[src/rtl/mod_n_digit_counter_pkg.sv]
// Shared types and the next-value function for the stopwatch digit counters.
package mod_n_digit_counter_pkg;

  typedef enum logic {DIR_UP, DIR_DOWN} count_dir_e;

  // Next digit value. An out-of-range q always lands on a legal value:
  // 0 when counting up, modulus-1 when counting down. No 2**WIDTH overflow is assumed.
  function automatic int unsigned next_digit(input int unsigned q,
                                             input count_dir_e  dir,
                                             input int unsigned modulus);
    if (dir == DIR_UP)
      return (q >= modulus - 1) ? 0 : q + 1;
    else
      return (q == 0 || q >= modulus) ? modulus - 1 : q - 1;
  endfunction

endpackage

[src/rtl/mod_n_digit_counter_if.sv]
// Control/data bundle of one mod-N digit counter.
// Optional lap capture signals exist only when MOD_N_LAP_EN is defined.
interface mod_n_digit_counter_if #(parameter int WIDTH = 4);
  logic             enable;
  logic             reverse;
  logic             carry_in;
  logic             load;
  logic [WIDTH-1:0] load_val;
  logic [WIDTH-1:0] q;
  logic             carry_out;
  logic             wrapped;
`ifdef MOD_N_LAP_EN
  logic             lap;
  logic [WIDTH-1:0] lap_q;

  modport master (output enable, reverse, carry_in, load, load_val, lap,
                  input  q, carry_out, wrapped, lap_q);
  modport slave  (input  enable, reverse, carry_in, load, load_val, lap,
                  output q, carry_out, wrapped, lap_q);
`else
  modport master (output enable, reverse, carry_in, load, load_val,
                  input  q, carry_out, wrapped);
  modport slave  (input  enable, reverse, carry_in, load, load_val,
                  output q, carry_out, wrapped);
`endif
endinterface

[src/rtl/mod_n_digit_counter_step.sv]
// Combinational next value and terminal-count detect for a mod-N digit.
module mod_n_digit_counter_step
  import mod_n_digit_counter_pkg::*;
#(
  parameter int MODULUS = 6,
  parameter int WIDTH   = 4
) (
  input  logic [WIDTH-1:0] q,
  input  count_dir_e       dir,
  output logic [WIDTH-1:0] next_q,
  output logic             at_terminal
);

  assign next_q      = WIDTH'(next_digit(32'(q), dir, 32'(MODULUS)));
  assign at_terminal = (dir == DIR_DOWN) ? (q == '0) : (q == WIDTH'(MODULUS - 1));

endmodule

[src/rtl/mod_n_digit_counter.sv]
// Cascadable mod-N up/down digit counter with synchronous load and ripple carry.
// Optional feature: define MOD_N_LAP_EN to add a lap snapshot register (bus.lap / bus.lap_q).
module mod_n_digit_counter
  import mod_n_digit_counter_pkg::*;
#(
  parameter int MODULUS = 6,
  parameter int WIDTH   = 4
) (
  input logic                  clk,
  input logic                  reset_n,
  mod_n_digit_counter_if.slave bus
);

  logic [WIDTH-1:0] q_p1;
  logic             wrapped_p1;
  logic [WIDTH-1:0] next_q;
  logic             at_terminal;
  logic             step;
  count_dir_e       dir;

  // Load values beyond the count range saturate to the top digit.
  function automatic logic [WIDTH-1:0] sat_load(input logic [WIDTH-1:0] v);
    return (32'(v) > 32'(MODULUS - 1)) ? WIDTH'(MODULUS - 1) : v;
  endfunction

  assign dir  = bus.reverse ? DIR_DOWN : DIR_UP;
  assign step = bus.enable & bus.carry_in & ~bus.load;

  mod_n_digit_counter_step #(.MODULUS(MODULUS), .WIDTH(WIDTH)) u_step (
    .q           (q_p1),
    .dir         (dir),
    .next_q      (next_q),
    .at_terminal (at_terminal)
  );

  // Stage p0 -> p1: priority reset > load > step > hold; wrap pulse lasts one cycle.
  always_ff @(posedge clk) begin
    if (!reset_n) begin
      q_p1       <= '0;
      wrapped_p1 <= 1'b0;
    end else if (bus.load) begin
      q_p1       <= sat_load(bus.load_val);
      wrapped_p1 <= 1'b0;
    end else if (step) begin
      q_p1       <= next_q;
      wrapped_p1 <= at_terminal;
    end else begin
      wrapped_p1 <= 1'b0;
    end
  end

  // Carry is live so a chain of digits advances on the same edge.
  assign bus.carry_out = step & at_terminal;
  assign bus.q         = q_p1;
  assign bus.wrapped   = wrapped_p1;

`ifdef MOD_N_LAP_EN
  logic [WIDTH-1:0] lap_q_p1;

  // Lap snapshot of the pre-update digit, independent of load/step on the same edge.
  always_ff @(posedge clk) begin
    if (!reset_n)
      lap_q_p1 <= '0;
    else if (bus.lap)
      lap_q_p1 <= q_p1;
  end

  assign bus.lap_q = lap_q_p1;
`endif

endmodule

[src/flat_wrapper.sv]
// flat-port wrapper written by rule: the top's interface ports become plain ports
module mod_n_digit_counter_flat import mod_n_digit_counter_pkg::*;
#(
  parameter int MODULUS = 6,
  parameter int WIDTH   = 4
)
  (clk, reset_n, bus_enable, bus_reverse, bus_carry_in, bus_load, bus_load_val, bus_q, bus_carry_out, bus_wrapped);
  mod_n_digit_counter_if #(.WIDTH(WIDTH)) bus_i ();
  input logic clk;
  input logic reset_n;
  input wire logic [$bits(bus_i.enable)-1:0] bus_enable;
  input wire logic [$bits(bus_i.reverse)-1:0] bus_reverse;
  input wire logic [$bits(bus_i.carry_in)-1:0] bus_carry_in;
  input wire logic [$bits(bus_i.load)-1:0] bus_load;
  input wire logic [$bits(bus_i.load_val)-1:0] bus_load_val;
  output wire logic [$bits(bus_i.q)-1:0] bus_q;
  output wire logic [$bits(bus_i.carry_out)-1:0] bus_carry_out;
  output wire logic [$bits(bus_i.wrapped)-1:0] bus_wrapped;
  assign bus_i.enable = bus_enable;
  assign bus_i.reverse = bus_reverse;
  assign bus_i.carry_in = bus_carry_in;
  assign bus_i.load = bus_load;
  assign bus_i.load_val = bus_load_val;
  assign bus_q = bus_i.q;
  assign bus_carry_out = bus_i.carry_out;
  assign bus_wrapped = bus_i.wrapped;
  mod_n_digit_counter #(.MODULUS(MODULUS), .WIDTH(WIDTH)) u_core (.clk(clk), .reset_n(reset_n), .bus(bus_i));
endmodule
[config.mk]
export PLATFORM = sky130hd
export DESIGN_NAME = mod_n_digit_counter_flat
export DESIGN_NICKNAME = d
export VERILOG_FILES = /design/src/rtl/mod_n_digit_counter_pkg.sv /design/src/rtl/mod_n_digit_counter_if.sv /design/src/rtl/mod_n_digit_counter_step.sv /design/src/rtl/mod_n_digit_counter.sv /design/src/flat_wrapper.sv
export SDC_FILE = /design/constraint.sdc
export NUM_CORES = 1
export LEC_CHECK = 0
export CELL_PAD_IN_SITES_DETAIL_PLACEMENT = 1
export CELL_PAD_IN_SITES_GLOBAL_PLACEMENT = 2
export CORE_UTILIZATION = 21
export CTS_BUF_LIST = sky130_fd_sc_hd__clkbuf_2
export DETAILED_ROUTE_END_ITERATION = 12
export PLACE_DENSITY = 0.82
export SLEW_MARGIN = 25
export SYNTH_ARGS = -nofsm -noshare
export SYNTH_HDL_FRONTEND = slang
export SYNTH_SLANG_ARGS = --single-unit
[constraint.sdc]
create_clock -name clk -period 1.6 [get_ports clk]
set_clock_uncertainty 0.05 [all_clocks]
set_input_delay 0.32 -clock clk [delete_from_list [all_inputs] [get_ports clk]]
set_output_delay 0.32 -clock clk [all_outputs]
set_load 0.1 [all_outputs]
# [After elaboration in Yosys (flattened, before gate mapping)]
# Cells that the tools add are included.
[word_totals] mem_bits_rw=0 n_memories=0 register_bits=5 output_inout_bits=6 romBits=0 latch_bits=0
[op_classes] addsub=2 n_reduce_logical=4 n_bitwise=6 mux=8 n_mul=0 eq_ne=1 magnitude_cmp=3 div=0 shift=0
[op_table] cell="2-to-1 mux 4 bit" n=6
[op_table] cell=">= comparator 4 x 3 -> 1 bit, second input constant" n=2
[op_table] cell="adder 4 x 1 -> 4 bit, second input constant" n=1
[op_table] cell="== test 4 x 3 -> 1 bit, second input constant" n=1
[op_table] cell="greater-than comparator 4 x 3 -> 1 bit, second input constant" n=1
[op_table] cell="logical NOT 4 bit" n=1
[op_table] cell="subtractor 4 x 1 -> 4 bit, second input constant" n=1
[op_table] cell="bitwise AND 1 bit" n=3
[op_table] cell="NOT 1 bit" n=3
[op_table] cell="OR reduction 3 bit" n=1
[op_table] cell="2-to-1 mux 1 bit" n=2
[op_table] cell="nonzero test 2 bit" n=1
[op_table] cell="logical OR 1 bit" n=1

# [Depth between registers and ports, before layout]
[logic_depth] depth_word=6 mapped_depth=6 depth_no_buf=6

# [Hierarchy]
# A second synthesis with hierarchy kept.
[hier_totals] cells_unflattened=55 area_unflattened_um2=479.2
[modules_own_cells] mod="mod_n_digit_counter" area_per_inst_um2=254.0 seq_area_each_um2=100.1 instances=1 cells_each=26
[modules_own_cells] mod="mod_n_digit_counter_step" area_per_inst_um2=225.2 seq_area_each_um2=0.0 instances=1 cells_each=29

# [Worst setup path after synthesis]
# No wires, ideal clock.
[synth_timing] path_kind="register to register" from="register u_core.q_p1[0], in the netlist u_core.bus.q[0]" to="register u_core.wrapped_p1, in the netlist u_core.bus.wrapped" arrival_time_ns=4.645 path_stages_with_launch=5 setup_ns=0.075 slack_ns=-3.170 path_buffers=0 path_cell_list="dfxtp_1 ha_1 a31oi_1 nor4_1 and2_1"
[synth_between] elab_chain_len=2 elab_cells_between_ends=3
[synth_rtl] item="start, declared" line="mod_n_digit_counter.sv:14" source="logic [WIDTH-1:0] q_p1;"
[synth_rtl] item="start signal, assigned" line="mod_n_digit_counter.sv:42" source="q_p1 <= sat_load(bus.load_val);"
[synth_rtl] item="start signal, assigned" line="mod_n_digit_counter.sv:45" source="q_p1 <= next_q;"
[synth_rtl] item="== test 4 x 3 -> 1 bit / logical NOT 4 bit (equally long branches)" line="mod_n_digit_counter_step.sv:15" source="assign at_terminal = (dir == DIR_DOWN) ? (q == '0) : (q == WIDTH'(MODULUS - 1));"
[synth_rtl] item="2-to-1 mux 1 bit *" line="mod_n_digit_counter_step.sv:15"
[synth_rtl] item="end signal, assigned" line="mod_n_digit_counter.sv:46" source="wrapped_p1 <= at_terminal;"
[synth_rtl] item="end, declared" line="mod_n_digit_counter.sv:15" source="logic wrapped_p1;"
# Mark *: on every way between the ends. The rest lies on a longest branch, timed or not.
# A chain may end at the register's enable or synchronous reset.

# [Worst setup path in the final report]
[layout_timing] from="register u_core.q_p1[0], in the netlist u_core.bus.q[0]" to="output bus_carry_out"
[layout_between] elab_chain_len=3 elab_cells_between_ends=4
[layout_rtl] item="== test 4 x 3 -> 1 bit / logical NOT 4 bit (equally long branches)" line="mod_n_digit_counter_step.sv:15"
[layout_rtl] item="2-to-1 mux 1 bit *" line="mod_n_digit_counter_step.sv:15"
[layout_rtl] item="bitwise AND 1 bit *" line="mod_n_digit_counter.sv:53" source="assign bus.carry_out = step & at_terminal;"
[layout_rtl] item="end, declared" line="flat_wrapper.sv:17" source="output wire logic [$bits(bus_i.carry_out)-1:0] bus_carry_out;"
# Marked as above.

==> impl_metrics.toml <==
[synthesis]
syn-num-nets = 70
synth_cell_types = 28
mappedNetlistArea_um2 = 432
yosys.area.top_type = "dfxtp_1"
synth_top_area_share_pct = 23.2
synth.avg_cell_area_um2 = 7.71
syn-instance-count = 56
ys_seq_elements = 5
ys_warn_count = 0
netlist_top_cells_area = "dfxtp_1, ha_1, a31oi_1"
seq_area_frac_synth_pct = 23.2

[floorplan]
die_h_um = 47.3
num_io_pins = 16
core_area_um2 = 1940
row_count = 16
start_util_pct = 22.2
dieArea_um2 = 2240
die_w_um = 47.3

[critical_path]
arrival_ns = 1.58
critPathCaptureType = "output pin"
path_max_fanout = 6
crit_chain = "inv_4 > buf_4 > ha_4 > and3b_1 > a31oi_2 > nor4_4 > buf_12"
crit_slowest_cell = "dfxtp_4"
slowest_delay_ns = 0.35
worst_setup_path_start_kind = "flop"
worst-path-buf-inv = 3
crit_type = "flop to output pin"
crit_required_ns = 1.23
crit_family = "simple AND/OR/NAND/NOR gates"

[timing]
finalCriticalPeriod_ns = 1.95
setup_viol = 3
slew_headroom_pct = 59.9
tns_ns = -0.463
hold_violations = 0
timing.fmax_mhz = 514
rsz0062_at_grt = "true"
setup_ws_ns = -0.345
slew_violations = 0
tightestPinTransition_ns = 0.586
fin_crit_sh_pct = 122

[global_routing]
grt_pass1_wl_um = 2460
grt_max_degree = 9
overflow = 0
grt_pass1_vias = 551
antenna_found_initial = 0
grtUsageTotal_pct = 17.3

[run]
drv_cap = 0

[run_status]
outcome = "complete, but fails checks"
violations = "negative setup slack"

[clock_network]
clockBufferDepth = 2
cts_post_setup_buffers_inserted = 0
cts_root_buffer = "clkbuf_2"
cts_sinks = 5
htree_levels = 1
insertion_delay_ns = 0.24
cts_tree = "done"
numCtsBuffers = 3
clk_pin_slew_ns = 0.07

[route]
wl_per_cell_um = 15.2
drtIter0Drc = 3
routed_wl_um = 1660
dr.pass1.iters = 2
drtAntennaViolNets = 0
num_vias = 554
post-route-drc-count = 0
via_per_inst = 5.08

[power_and_ir_drop]
ir_worst_vdd_mv = 0.253
p_per_area_nw_per_um2 = 642
leakagePower_nw = 0.316
power_uw = 529

[cells_and_area]
final_nets = 97
antenna_cells = 0
syn_to_final_growth_pct = 90.7
layout_commonest_cell = "buf_4"
fillCellCount = 233
drive_gt1_share_pct = 39.0
mostFrequentLayoutCells = "buf_4, clkdlybuf4s50_1, buf_12"

[place]
hpwl_um = 1320
io_buffers = 15
gp_congestion = 0.785

[min_path]
min_path_type = "flop to flop"
## through the flow
stage | std cells | util [%] | instance area [um2] | hold WS (ns) | worst slack, ns
CTS | 109 | 42.4 | 823 | 0.598 | -0.373
finish | 109 | 42.4 | 823 | 0.599 | -0.345
global route | 109 | 42.4 | 823 | 0.644 | -0.414
detailed placement | 105 | 40.3 | 782 | 0.573 | -0.315
floorplan | 56 | - | 477 | 0.392 | -0.668
global placement | 105 | 40.3 | 782 | 0.582 | -0.246
## state kept, by name (all words and copies together), names as in the netlist
| register | cells |
|---|---|
| u_core.bus.q | 4 |
| u_core.bus.wrapped | 1 |
## repair_timing
item | 4_1_cts | 5_1_grt
gates resized for setup | 5 | 0
hold buffers | 0 | 0
setup endpoints to repair | 5 | 5
## worst register-to-register path: stages, from the launching register on
cell       delay, ns
dfxtp_4         0.36
inv_4           0.03
ha_1            0.17
or4b_1          0.49
o311ai_0        0.14
o2bb2ai_1       0.19
a211oi_2        0.10
## final timing paths
kind / endpoint / slack [ns] / from / cells after the start
worst min register to register: u_core.bus.q[2] / 0.60 / u_core.bus.q[2] / 2
worst max-delay path: bus_carry_out / -0.35 / u_core.bus.q[0] / 7
worst max register to register: u_core.bus.q[0] / -0.07 / u_core.bus.q[0] / 6
worst min-delay path: u_core.bus.q[2] / 0.60 / u_core.bus.q[2] / 2
## report_power, final
group / total [mW] / internal [mW] / switching [mW]
registers: 0.144 / 0.131 / 0.0126
clock network: 0.127 / 0.0663 / 0.0609
logic: 0.257 / 0.113 / 0.144
## layer usage
metal	global-route usage, %	routed length (um)	share of wire (%)	vias up
met4	18.9	106	6.4	0
met2	27.1	805	49	15
met5	0	0	0	-
met3	2.31	35	2.1	8
met1	18.9	709	43	257
li1	-	-	-	274
## synthesized netlist by cell type
cell and instances:
nor4_1 2, nand4_1 1, a2111oi_0 1, o311ai_0 1, nand3_1 2, buf_2 2, dfxtp_1 5, or4b_1 1
nor3_1 2, and2_1 2, o31ai_1 2, ha_1 4, nor2_1 3, clkbuf_1 1, a21oi_1 1, and3b_1 1
a221o_1 1, a211oi_1 1, o2bb2ai_1 1, nand4b_1 1, inv_1 5, nand2_1 2, a21boi_0 1, a41oi_1 1
nand2b_1 1, o21ai_0 5, a31oi_1 5, a32oi_1 1
## kinds of logic (layout without fill, tap and decap cells)
family,count (synthesis),after routing,share of synthesized area [%]
adders and majority gates,4,4,11.6
DFF,5,5,23.2
buffers and inverters,8,34,7.54
and+or+nand+nor,18,18,24.1
AOI/OAI and AO/OA,21,21,33.6
## cell type report
cell class / count / area (um2) / share of cell area (%)
multi-input cells: 43 / 348 / 42.2
repair buffers: 25 / 285 / 34.7
clock buffers: 4 / 20.0 / 2.43
flip-flops and latches: 5 / 113 / 13.7
inverters: 5 / 23.8 / 2.89
well taps: 27 / 33.8 / 4.10
Note: power is estimated with default switching activity, not from simulation.
